**src/rtl/core_lsu_pkg.sv**
```systemverilog
// core_lsu_pkg: shared types and constants for the load/store unit
package core_lsu_pkg;
   typedef enum logic [1:0] {ST_IDLE, ST_REQ, ST_RESP, ST_ERR} state_t;
   typedef enum logic [1:0] {W_B = 2'd0, W_H = 2'd1, W_W = 2'd2} width_t;
   typedef struct packed {
      logic   uns;
      width_t wid;
   } op_t;
   localparam logic [3:0] BE_B = 4'b0001;
   localparam logic [3:0] BE_H = 4'b0011;
   localparam logic [3:0] BE_W = 4'b1111;
endpackage

```
**src/rtl/core_lsu_align.sv**
```systemverilog
// core_lsu_align: byte-lane steering for stores and lane extraction/extension for loads
module core_lsu_align
   import core_lsu_pkg::*;
(
   input  op_t         op,
   input  logic [1:0]  off,
   input  logic [31:0] wdata,
   input  logic [31:0] rdata,
   output logic [3:0]  be,
   output logic [31:0] wdata_rep,
   output logic [31:0] ld_data
);
   logic [7:0]  b;
   logic [15:0] h;
   always_comb begin
      b         = rdata[{off, 3'b000} +: 8];
      h         = off[1] ? rdata[31:16] : rdata[15:0];
      be        = op.wid == W_B ? BE_B << off : op.wid == W_H ? (off[1] ? BE_H << 2 : BE_H) : BE_W;
      wdata_rep = op.wid == W_B ? {4{wdata[7:0]}} : op.wid == W_H ? {2{wdata[15:0]}} : wdata;
      ld_data   = op.wid == W_B ? {{24{~op.uns & b[7]}}, b} :
                  op.wid == W_H ? {{16{~op.uns & h[15]}}, h} : rdata;
   end
endmodule

```
**src/rtl/core_lsu.sv**
```systemverilog
// core_lsu: blocking load/store unit with req/ack bus, misalignment check and bus timeout
module core_lsu
   import core_lsu_pkg::*;
#(
   parameter int TIMEOUT = 16
) (
   input  logic        clk,
   input  logic        rst_n,
   input  logic        i_valid,
   input  logic        i_lb,
   input  logic        i_lh,
   input  logic        i_lw,
   input  logic        i_lbu,
   input  logic        i_lhu,
   input  logic        i_sb,
   input  logic        i_sh,
   input  logic        i_sw,
   input  logic [31:0] i_addr,
   input  logic [31:0] i_wdata,
   input  logic [4:0]  i_rd,
   output logic        o_ready,
   output logic        mem_req,
   output logic        mem_we,
   output logic [31:0] mem_addr,
   output logic [3:0]  mem_be,
   output logic [31:0] mem_wdata,
   input  logic        mem_ack,
   input  logic [31:0] mem_rdata,
   output logic        o_wb_valid,
   output logic [31:0] o_wb_data,
   output logic [4:0]  o_wb_rd,
   output logic        o_done,
   output logic        o_misaligned,
   output logic        o_bus_err
);
   localparam int CW = TIMEOUT > 1 ? $clog2(TIMEOUT) : 1;
   localparam logic [CW-1:0] LAST = CW'(TIMEOUT > 0 ? TIMEOUT - 1 : 0);
   state_t        state;
   op_t           op_q, dec_op;
   logic          we_q, dec_we, dec_any, dec_mis;
   logic [31:0]   addr_q, wdata_q;
   logic [4:0]    rd_q;
   logic [CW-1:0] cnt;
   logic [3:0]    be;
   logic [31:0]   wdata_rep, ld_data;
   always_comb begin
      dec_any    = |{i_lb, i_lh, i_lw, i_lbu, i_lhu, i_sb, i_sh, i_sw};
      dec_we     = ~(i_lb | i_lh | i_lw | i_lbu | i_lhu);
      dec_op.uns = ~(i_lb | i_lh | i_lw) & (i_lbu | i_lhu);
      dec_op.wid = i_lb ? W_B : i_lh ? W_H : i_lw ? W_W : i_lbu ? W_B :
                   i_lhu ? W_H : i_sb ? W_B : i_sh ? W_H : W_W;
      dec_mis    = dec_op.wid == W_H ? i_addr[0] : dec_op.wid == W_W ? |i_addr[1:0] : 1'b0;
   end
   core_lsu_align u_align (
      .op       (op_q),
      .off      (addr_q[1:0]),
      .wdata    (wdata_q),
      .rdata    (mem_rdata),
      .be       (be),
      .wdata_rep(wdata_rep),
      .ld_data  (ld_data)
   );
   assign o_ready   = state == ST_IDLE;
   assign mem_req   = state == ST_REQ;
   assign mem_we    = mem_req & we_q;
   assign mem_addr  = {addr_q[31:2], 2'b00};
   assign mem_be    = mem_req ? be : '0;
   assign mem_wdata = mem_req ? wdata_rep : '0;
   always_ff @(posedge clk or negedge rst_n) begin
      if (!rst_n) begin
         state        <= ST_IDLE;
         op_q         <= '0;
         we_q         <= 1'b0;
         addr_q       <= '0;
         wdata_q      <= '0;
         rd_q         <= '0;
         cnt          <= '0;
         o_wb_valid   <= 1'b0;
         o_wb_data    <= '0;
         o_wb_rd      <= '0;
         o_done       <= 1'b0;
         o_misaligned <= 1'b0;
         o_bus_err    <= 1'b0;
      end else begin
         o_wb_valid   <= 1'b0;
         o_done       <= 1'b0;
         o_misaligned <= 1'b0;
         o_bus_err    <= 1'b0;
         case (state)
            ST_IDLE: if (i_valid && dec_any) begin
               op_q         <= dec_op;
               we_q         <= dec_we;
               addr_q       <= i_addr;
               wdata_q      <= i_wdata;
               rd_q         <= i_rd;
               cnt          <= '0;
               o_misaligned <= dec_mis;
               state        <= dec_mis ? ST_ERR : ST_REQ;
            end
            ST_REQ: if (mem_ack) begin
               state      <= ST_RESP;
               o_wb_valid <= ~we_q;
               o_done     <= we_q;
               if (!we_q) begin
                  o_wb_data <= ld_data;
                  o_wb_rd   <= rd_q;
               end
            end else if (TIMEOUT != 0 && cnt == LAST) begin
               state     <= ST_ERR;
               o_bus_err <= 1'b1;
            end else begin
               cnt <= cnt + 1'b1;
            end
            default: state <= ST_IDLE;
         endcase
      end
   end
endmodule

```
**config.mk**
```make
export PLATFORM = sky130hd
export DESIGN_NAME = core_lsu
export DESIGN_NICKNAME = d
export VERILOG_FILES = /design/src/rtl/core_lsu_pkg.sv /design/src/rtl/core_lsu_align.sv /design/src/rtl/core_lsu.sv
export SDC_FILE = /design/constraint.sdc
export NUM_CORES = 1
export LEC_CHECK = 0
export CELL_PAD_IN_SITES_DETAIL_PLACEMENT = 1
export CELL_PAD_IN_SITES_GLOBAL_PLACEMENT = 2
export CORE_MARGIN = 3
export CORE_UTILIZATION = 27
export CTS_CLUSTER_DIAMETER = 150
export DETAILED_ROUTE_END_ITERATION = 8
export GPL_TIMING_DRIVEN = 0
export PLACE_DENSITY_LB_ADDON = 0.1
export REMOVE_ABC_BUFFERS = 1
export SYNTH_ARGS = -nofsm -noshare
export SYNTH_HDL_FRONTEND = slang
export SYNTH_SLANG_ARGS = --single-unit
```
**constraint.sdc**
```tcl
create_clock -name clk -period 5.98 [get_ports clk]
set_clock_uncertainty 0.05 [all_clocks]
set_input_delay 1.794 -clock clk [delete_from_list [all_inputs] [get_ports clk]]
set_output_delay 1.794 -clock clk [all_outputs]
set_load 0.02 [all_outputs]
```
==> results of run 1 <==
==> cell usage after synthesis (2+ instances only) <==
master                     instances
sky130_fd_sc_hd__nor2b_1           4
sky130_fd_sc_hd__o31ai_1           2
sky130_fd_sc_hd__nand3_1          34
sky130_fd_sc_hd__buf_6             8
sky130_fd_sc_hd__buf_1             2
sky130_fd_sc_hd__nor2_1           47
sky130_fd_sc_hd__mux2i_1          17
sky130_fd_sc_hd__a21oi_1          30
sky130_fd_sc_hd__inv_1             6
sky130_fd_sc_hd__a21o_1            3
sky130_fd_sc_hd__nor3b_1           7
sky130_fd_sc_hd__nand2_1         255
sky130_fd_sc_hd__nand2b_1          4
sky130_fd_sc_hd__buf_4            36
sky130_fd_sc_hd__and2_1           10
sky130_fd_sc_hd__o21ai_0          22
sky130_fd_sc_hd__a22o_1            8
sky130_fd_sc_hd__buf_2            10
sky130_fd_sc_hd__xnor2_1           2
sky130_fd_sc_hd__o32ai_1           7
sky130_fd_sc_hd__dfrtp_1         120
sky130_fd_sc_hd__a22oi_1           9
sky130_fd_sc_hd__clkbuf_1         22
sky130_fd_sc_hd__o221a_2           7
sky130_fd_sc_hd__mux2_2            9
sky130_fd_sc_hd__nor3_1            3
==> per-stage QoR <==
| step | instance area [sq um] | setup WS, ns | power [mW] | std cells | utilization, % |
|---|---|---|---|---|---|
| 3_3_place_gp | 8140 | -2.25 | 3.80 | 1131 | 37.1 |
| 3_5_place_dp | 8290 | -0.149 | 3.90 | 1136 | 37.8 |
| 5_1_grt | 8920 | 0.995 | 5.28 | 1169 | 40.6 |
| 6_report | 8920 | 1.15 | 4.92 | 1169 | 40.6 |
| 4_1_cts | 8910 | 0.309 | 5.00 | 1168 | 40.6 |
| 2_1_floorplan | 5570 | 1.60 | 2.69 | 629 | - |
==> logic make-up (layout without fill, tap and decap cells) <==
logic type / count (synthesis) / after routing
AND/OR/NAND/NOR: 373 / 373
flip-flops: 120 / 120
AO/OA/AOI/OAI: 97 / 97
buffers and inverters: 85 / 267
multiplexers: 27 / 27
XOR/XNOR: 2 / 2
adder cells (fa/ha/maj): 1 / 1
other: 1 / 2
==> final cells by class <==
cell class                 count  area (sq um)  area share (%)
clock inverter                14           174            1.95
timing repair buffer         228          2370            26.5
clock buffer                  18           439            4.92
inverter                       7          26.3           0.294
multi-input combinational    502          2560            28.7
tap                          280           350            3.93
sequential                   120          3010            33.7
==> registers in the layout, indices dropped and copies added (netlist names) <==
| name | count |
|---|---|
| o_bus_err | 1 |
| op_q | 3 |
| wdata_q | 32 |
| state | 2 |
| o_wb_rd | 5 |
| o_wb_valid | 1 |
| rd_q | 5 |
| o_misaligned | 1 |
| addr_q | 32 |
| o_done | 1 |
| o_wb_data | 32 |
| cnt | 4 |
| we_q | 1 |
==> layer usage <==
metal	GRT usage [%]	up-vias	part of all wire (%)	routed length [um]
met5	0	-	0	0
met4	3.87	0	0.89	188
met2	28.1	168	46	9760
li1	-	2645	-	-
met3	6.66	15	8.3	1760
met1	22.3	2759	45	9420
==> path summary, 6_finish.rpt <==
kind	start	endpoint	slack [ns]	depth (start not counted)
max	addr_q[0]	mem_be[2]	1.15	4
min	addr_q[7]	addr_q[7]	0.42	2
max reg2reg	we_q	o_wb_data[1]	2.77	5
min reg2reg	addr_q[7]	addr_q[7]	0.42	2
max in group asynchronous	rst_n	wdata_q[10]	3.78	2
min in group asynchronous	rst_n	o_wb_data[7]	1.33	1
==> tightest hold or removal path, stage by stage, from the launching register on <==
cell and delay, ns:
sky130_fd_sc_hd__dfrtp_1 0.34, sky130_fd_sc_hd__nand2_1 0.05, sky130_fd_sc_hd__nand2_1 0.05
==> power groups by stage <==
stage               sequential [mW]  combinational, mW  clock [mW]
floorplan                      1.71              0.976           0
global placement               1.52               2.28           0
detailed placement             1.51               2.39           0
CTS                            1.50               2.40        1.10
global route                   1.56               2.58        1.14
finish                         1.50               2.36        1.07
==> results list, run 1 <==
- Setup repair after global routing left no endpoint under its margin.
* Library cell occupying the most area in the post-synthesis netlist: sky130_fd_sc_hd__dfrtp_1
- The clock drives 120 sinks.
- I/O Pins: 225
- Syn Std Cell Area: 6060 sq um
- Die Wd: 156 um
- Share of the cycle needed by the critical path after routing: 80.8%
* Number of pins with negative max-slew slack in the final report: 0
- Worst path bufs/invs: 1
- The initial utilization of the core area, before any placement, comes to 27.6%.
* Clock network power share: 21.7%
- Compared with the post-synthesis result, the final layout area differs by 47.2%.
* Antenna diode count: 0
* Final count of negative-setup-slack endpoints: 0
* Max_cap viols: 0
- The synthesized netlist devotes 25.6% of its cell area to simple gates.
- In this run the power density over the cells is 552 nW/um^2.
- Worst voltage drop across the vdd grid: 183 uV
* Vias per cell: 4.78
- In this run the worst path has a maximum fanout of 19.
- Switching power share of the total: 41.0%
- Internal Power: 2.90 mW
- The floorplan step defined a core boundary enclosing 22000 sq um.
- Static timing analysis puts the maximum clock frequency at 207 MHz.
* Worst-path clk slew: 0.06 ns
- Type of the most critical hold path: register to register
- Global placer's final weighted congestion: 0.810
- Number of antenna violations at the first check in global routing: 0
* Adder-cell area share of the yosys netlist: 0.206%
- The synthesized design contains 120 register bits.
- Post-CTS timing repair inserted 0 buffers for setup.
- Data on the critical path arrives at its endpoint at 2.99 ns.
- Share of the synthesized area in compound gates (AO/OA/AOI/OAI): 10.8%
- Number of synthesized flops with an enable pin: 0
- The number of global-route vias before repair was 5955.
* Leading cell type in the layout, fill and taps excluded: sky130_fd_sc_hd__nand2_1
* Worst setup SP type: register
- The wire-length estimate of the detail-placed layout is 14.8 mm.
- Summed over all layers, the global routing overflow is 0.
- Averaged over all synthesized cells, the footprint is 8.59 sq um.
- The slowest stage of the critical path is the sky130_fd_sc_hd__nor2b_1 cell.
- STA classifies the critical path endpoint as a primary output.
- Main combinational cell family by area after synthesis: simple AND/OR/NAND/NOR gates
- Setup total negative slack on the finished layout was measured at 0 ns.
- The kind of cell with the highest combined delay along the critical path is simple AND/OR/NAND/NOR gates.
* Count of mapped cells out of synthesis: 706
- Xor/xnor share of the synthesized area: 0.289%
- Vias: 5587
- After synthesis, the share of cell area in mux cells is 4.85%.
- Outcome: complete, no violations
- The number of clock buffers added by TritonCTS is 17.
- The clock tree synthesis step divided the H-tree into 4 levels.
- Walking the worst path, the cells encountered are nor2b_1 > o21ai_0 > and2_1 > clkdlybuf4s50_1.
* Critical path start-end classification: register to primary output
- Largest net degree at the start of global routing: 74
- Sequential element share of the synthesized area: 49.5%
* Wire length of the first global-routing pass: 33.4 mm
* CTS tree: yes
- DRC violation total after the first TritonRoute iteration: 164
- After synthesis, the largest area contributor takes up 49.5% of total cell area.
- Warnings from Yosys: 0
- Proportion of synthesized flip-flops having asynchronous set or reset: 100%
- Share of power burned in combinational logic: 47.9%
- The top cell types in the final layout, fill and taps aside, are sky130_fd_sc_hd__nand2_1 (255), sky130_fd_sc_hd__clkdlybuf4s50_1 (221), sky130_fd_sc_hd__dfrtp_1 (118), sky130_fd_sc_hd__nor2_1 (47), sky130_fd_sc_hd__nand3_1 (34).
* Number of optimization iterations in the first detailed-route pass: 4
* Number of hold buffers added after CTS: 0
* Delay of the slowest critical-path stage: 0.83 ns
* Tot GR Track Use: 17.4%
* Shortest clock period the worst path allows after layout: 4.83 ns
- For this design the static power due to leakage is 3.96 nW.
* Layout cells sized above 1: 7.31%
* Number of I/O port buffers: 222
- After floorplanning, the core was divided into 54 placement rows.
* Post-cts gate resize count: 0
- For the worst setup path, the data required time is 4.14 ns.
- Final wirelength: 21.1 mm
- Longest Clk Path Bufs: 2
- In this run the remaining antenna-violating nets after routing total 0.
- Post-synthesis cell type count: 48
* Final #Nets: 990
- Minimum hold slack: 0.422 ns
* Number of fill cells: 2513
- In this run the power spent charging and discharging nets is 2.02 mW.
- From bottom edge to top edge, the die measures 156 um.
* DRC violation count after routing: 0
- Clock root buffer: sky130_fd_sc_hd__clkbuf_16
- Relative slew margins: 15.4%
- The die covers 24300 sq um.
* Worst-skew pair later-pin latency: 0.41 ns
- Slew @ Worst Pin: 1.27 ns
- Drt wl/cell: 18.1 um
* Hold Vio Cnt, Final: 0
- Most area-consuming cells after synthesis: sky130_fd_sc_hd__dfrtp_1 (50%), sky130_fd_sc_hd__nand2_1 (16%), sky130_fd_sc_hd__buf_4 (4.5%)
- For this run, the leading register cell type out of synthesis is sky130_fd_sc_hd__dfrtp_1.
* Share of total power in sequential cells: 30.4%
No activity file was read; power rests on OpenSTA's default activity.
==> run 2, diff against run 1 <==
CORE_UTILIZATION = 25   (was 27)
clock period = 4.8 ns   (was 5.98 ns; I/O delays follow)
==> results list, run 2 (synthesis results as in run 1) <==
* Floorplan core area: 23700 sq um
* Setup repair after global routing missed its margin: no
* Total congestion overflow: 0
- Counting cells, the worst reg-to-reg path comes to 4.
- After routing the design area is 8900 sq um.
- Total Neg Setup Slack: 0 ns
* Power per unit of standard cell area: 683 nW/um^2
- Number of pins with negative max-slew slack in the final report: 0
- No sink is reached through more buffers than the 2 on the longest clock path.
- Share of the cycle needed by the critical path after routing: 91.9%
* Number of hold buffers added after CTS: 0
- From left edge to right edge, the die measures 162 um.
- Compared with the post-synthesis result, the final layout area differs by 46.9%.
* Flop-to-flop setup slack: 1.56 ns
* Setup slack at placement: -0.936 ns
- Overall power consumption: 6.08 mW
* Final Instance Count excl. Fillers: 1207
- Number of I/O port buffers: 222
- Clock latency on the worst-skew pair, taken at its later pin, is 0.41 ns.
* Worst voltage drop across the vdd grid: 194 uV
* Tot GR Track Use: 16.8%
- At the pin with the least slew margin, the transition time is 0.871 ns.
- Wire length of the first global-routing pass: 34.4 mm
* FMAX: 227 MHz
- Clock-pin slew was measured on the worst setup and hold paths at 0.06 ns.
* Outcome: complete, no violations
- Max_cap viols: 0
- In the layout the commonest cells are sky130_fd_sc_hd__nand2_1 (255), sky130_fd_sc_hd__clkdlybuf4s50_1 (221), sky130_fd_sc_hd__dfrtp_1 (118), sky130_fd_sc_hd__nor2_1 (46), sky130_fd_sc_hd__nand3_1 (34).
- Setup violations remaining at the end of the flow were counted as 0.
* Antenna-violating nets left: 0
- Vias: 5613
* Vias per cell: 4.65
* CTS tree: yes
- H-Tree Depth: 4
- The critical path runs through a total of 4 cells.
* CP Data Arrival Time: 2.92 ns
- In this run the cell area measured after placement is 8300 sq um.
- I/O Pins: 225
- Family with the most delay on the worst path: simple AND/OR/NAND/NOR gates
- The number of global-route vias before repair is 5979.
- In the final design database the tool counted 989 nets.
- The setup path with the least slack is of type register to primary output.
- Headroom to the max-slew limit came out at 41.8%.
- In the post-route analysis, the smallest setup slack over all paths is 0.391 ns.
- Num CTS Buffers: 17
- In this run the worst path has a maximum fanout of 19.
* Clk sink count: 120
- In this run the vertical extent of the chip is 162 um.
* Antenna diode count: 0
- The worst setup path is launched from a register.
- Dividing the detail-routed wire length by the instance count gives 18.1 um.
- The largest registers in the layout are addr_q x32, o_wb_data x32, wdata_q x32.
- Cell type of the slowest stage on the worst timing path: sky130_fd_sc_hd__dfrtp_1
* DRC violation total after the first TritonRoute iteration: 177
* Die Footprint: 26200 sq um
- Data on the critical path is required at its endpoint by 3.31 ns.
* Number of instances on the worst hold path: 2
- The cell sitting at the root of the clock tree is a sky130_fd_sc_hd__clkbuf_16.
- Number of optimization iterations in the first detailed-route pass: 4
- Leading cell type in the layout, fill and taps excluded: sky130_fd_sc_hd__nand2_1
- Delay of the slowest critical-path stage: 0.80 ns
- Element type at the critical path end: primary output
- DP HPWL: 14.6 mm
* DRC violation count after routing: 0
* Final wirelength: 21.8 mm
- The worst hold path belongs to the class register to register.
- Starting density of the core: 25.6%
- After floorplanning, the core was divided into 56 placement rows.
- Largest net degree at the start of global routing: 92
* Hold Vio Cnt, Final: 0
- Layout cells sized above 1: 7.32%
* Number of fill cells: 2746
- Shortest clock period the worst path allows after layout: 4.41 ns
- Global placer's final weighted congestion: 0.738
- Walking the worst path, the cells encountered are nor2b_1 > o21ai_0 > and2_1 > clkdlybuf4s50_1.
- The initial antenna violation count is 2.
- Counting tap cells, the placed design contains a total of 1174 instances.
- For this design the static power due to leakage is 3.92 nW.
- Worst path bufs/invs: 1
-- run 2: cell types whose count changed in the layout (fill, tap and decap cells not counted) --
cell / delta
sky130_fd_sc_hd__buf_12: +2
sky130_fd_sc_hd__buf_16: -3
sky130_fd_sc_hd__buf_8: -1
sky130_fd_sc_hd__bufinv_16: -1
sky130_fd_sc_hd__clkbuf_1: +1
sky130_fd_sc_hd__clkinv_2: -1
sky130_fd_sc_hd__clkinv_4: +1
sky130_fd_sc_hd__clkinvlp_2: +1
sky130_fd_sc_hd__nand4bb_1: -1
sky130_fd_sc_hd__nand4bb_2: +1
sky130_fd_sc_hd__nor2_1: -1
sky130_fd_sc_hd__nor2_2: +1
-- run 2: worst paths after layout --
check	from	to
setup reg to reg	we_q	o_wb_data[19]
hold / removal	rd_q[1]	o_wb_rd[1]
hold reg to reg	rd_q[1]	o_wb_rd[1]
max in group asynchronous	rst_n	addr_q[19]
min in group asynchronous	rst_n	o_wb_data[23]
setup / recovery	addr_q[0]	mem_be[2]
-- run 2: timing repair --
action                     CTS  global route
cloned                       1             0
buffers inserted             0             0
pin swaps                    0             0
setup endpoints to repair   23             1
resized for setup            1             1
-- run 2: worst register-to-register path, delay by kind of cell, from the launching register on --
family           cells  cell delay [ns]
AND/OR/NAND/NOR      4             2.68
flip-flops           1             0.41
-- run 2: final cells by class --
type	count	area [sq um]	area share (%)
sequential	120	3010	33.8
multi-input combinational	502	2570	28.8
timing repair buffer	226	2310	26.0
clock buffer	19	443	4.97
tap	319	399	4.48
clock inverter	13	148	1.66
inverter	7	26.3	0.295
timing repair inverter	1	5.00	0.0562
-- run 2: per-stage QoR --
step                      utilization (%)  hold slack, ns
after floorplan                         -           0.389
after global placement               34.6           0.401
after detailed placement             35.0           0.412
after CTS                            37.6           0.429
after global routing                 37.6           0.443
final                                37.6           0.420
-- run 2: per-layer routing --
layer | global-route usage (%) | up-vias | wire length (um)
li1 | - | 2637 | -
met1 | 21.7 | 2774 | 9730
met2 | 26.6 | 182 | 9990
met3 | 6.76 | 16 | 1870
met4 | 3.88 | 4 | 182
met5 | 0 | - | 23
-- run 2: power breakdown --
| group | leakage, nW | switching [mW] | internal [mW] |
|---|---|---|---|
| sequential | 1.48 | 0.425 | 1.47 |
| clock | 0.276 | 0.518 | 0.783 |
| combinational | 2.16 | 1.60 | 1.29 |
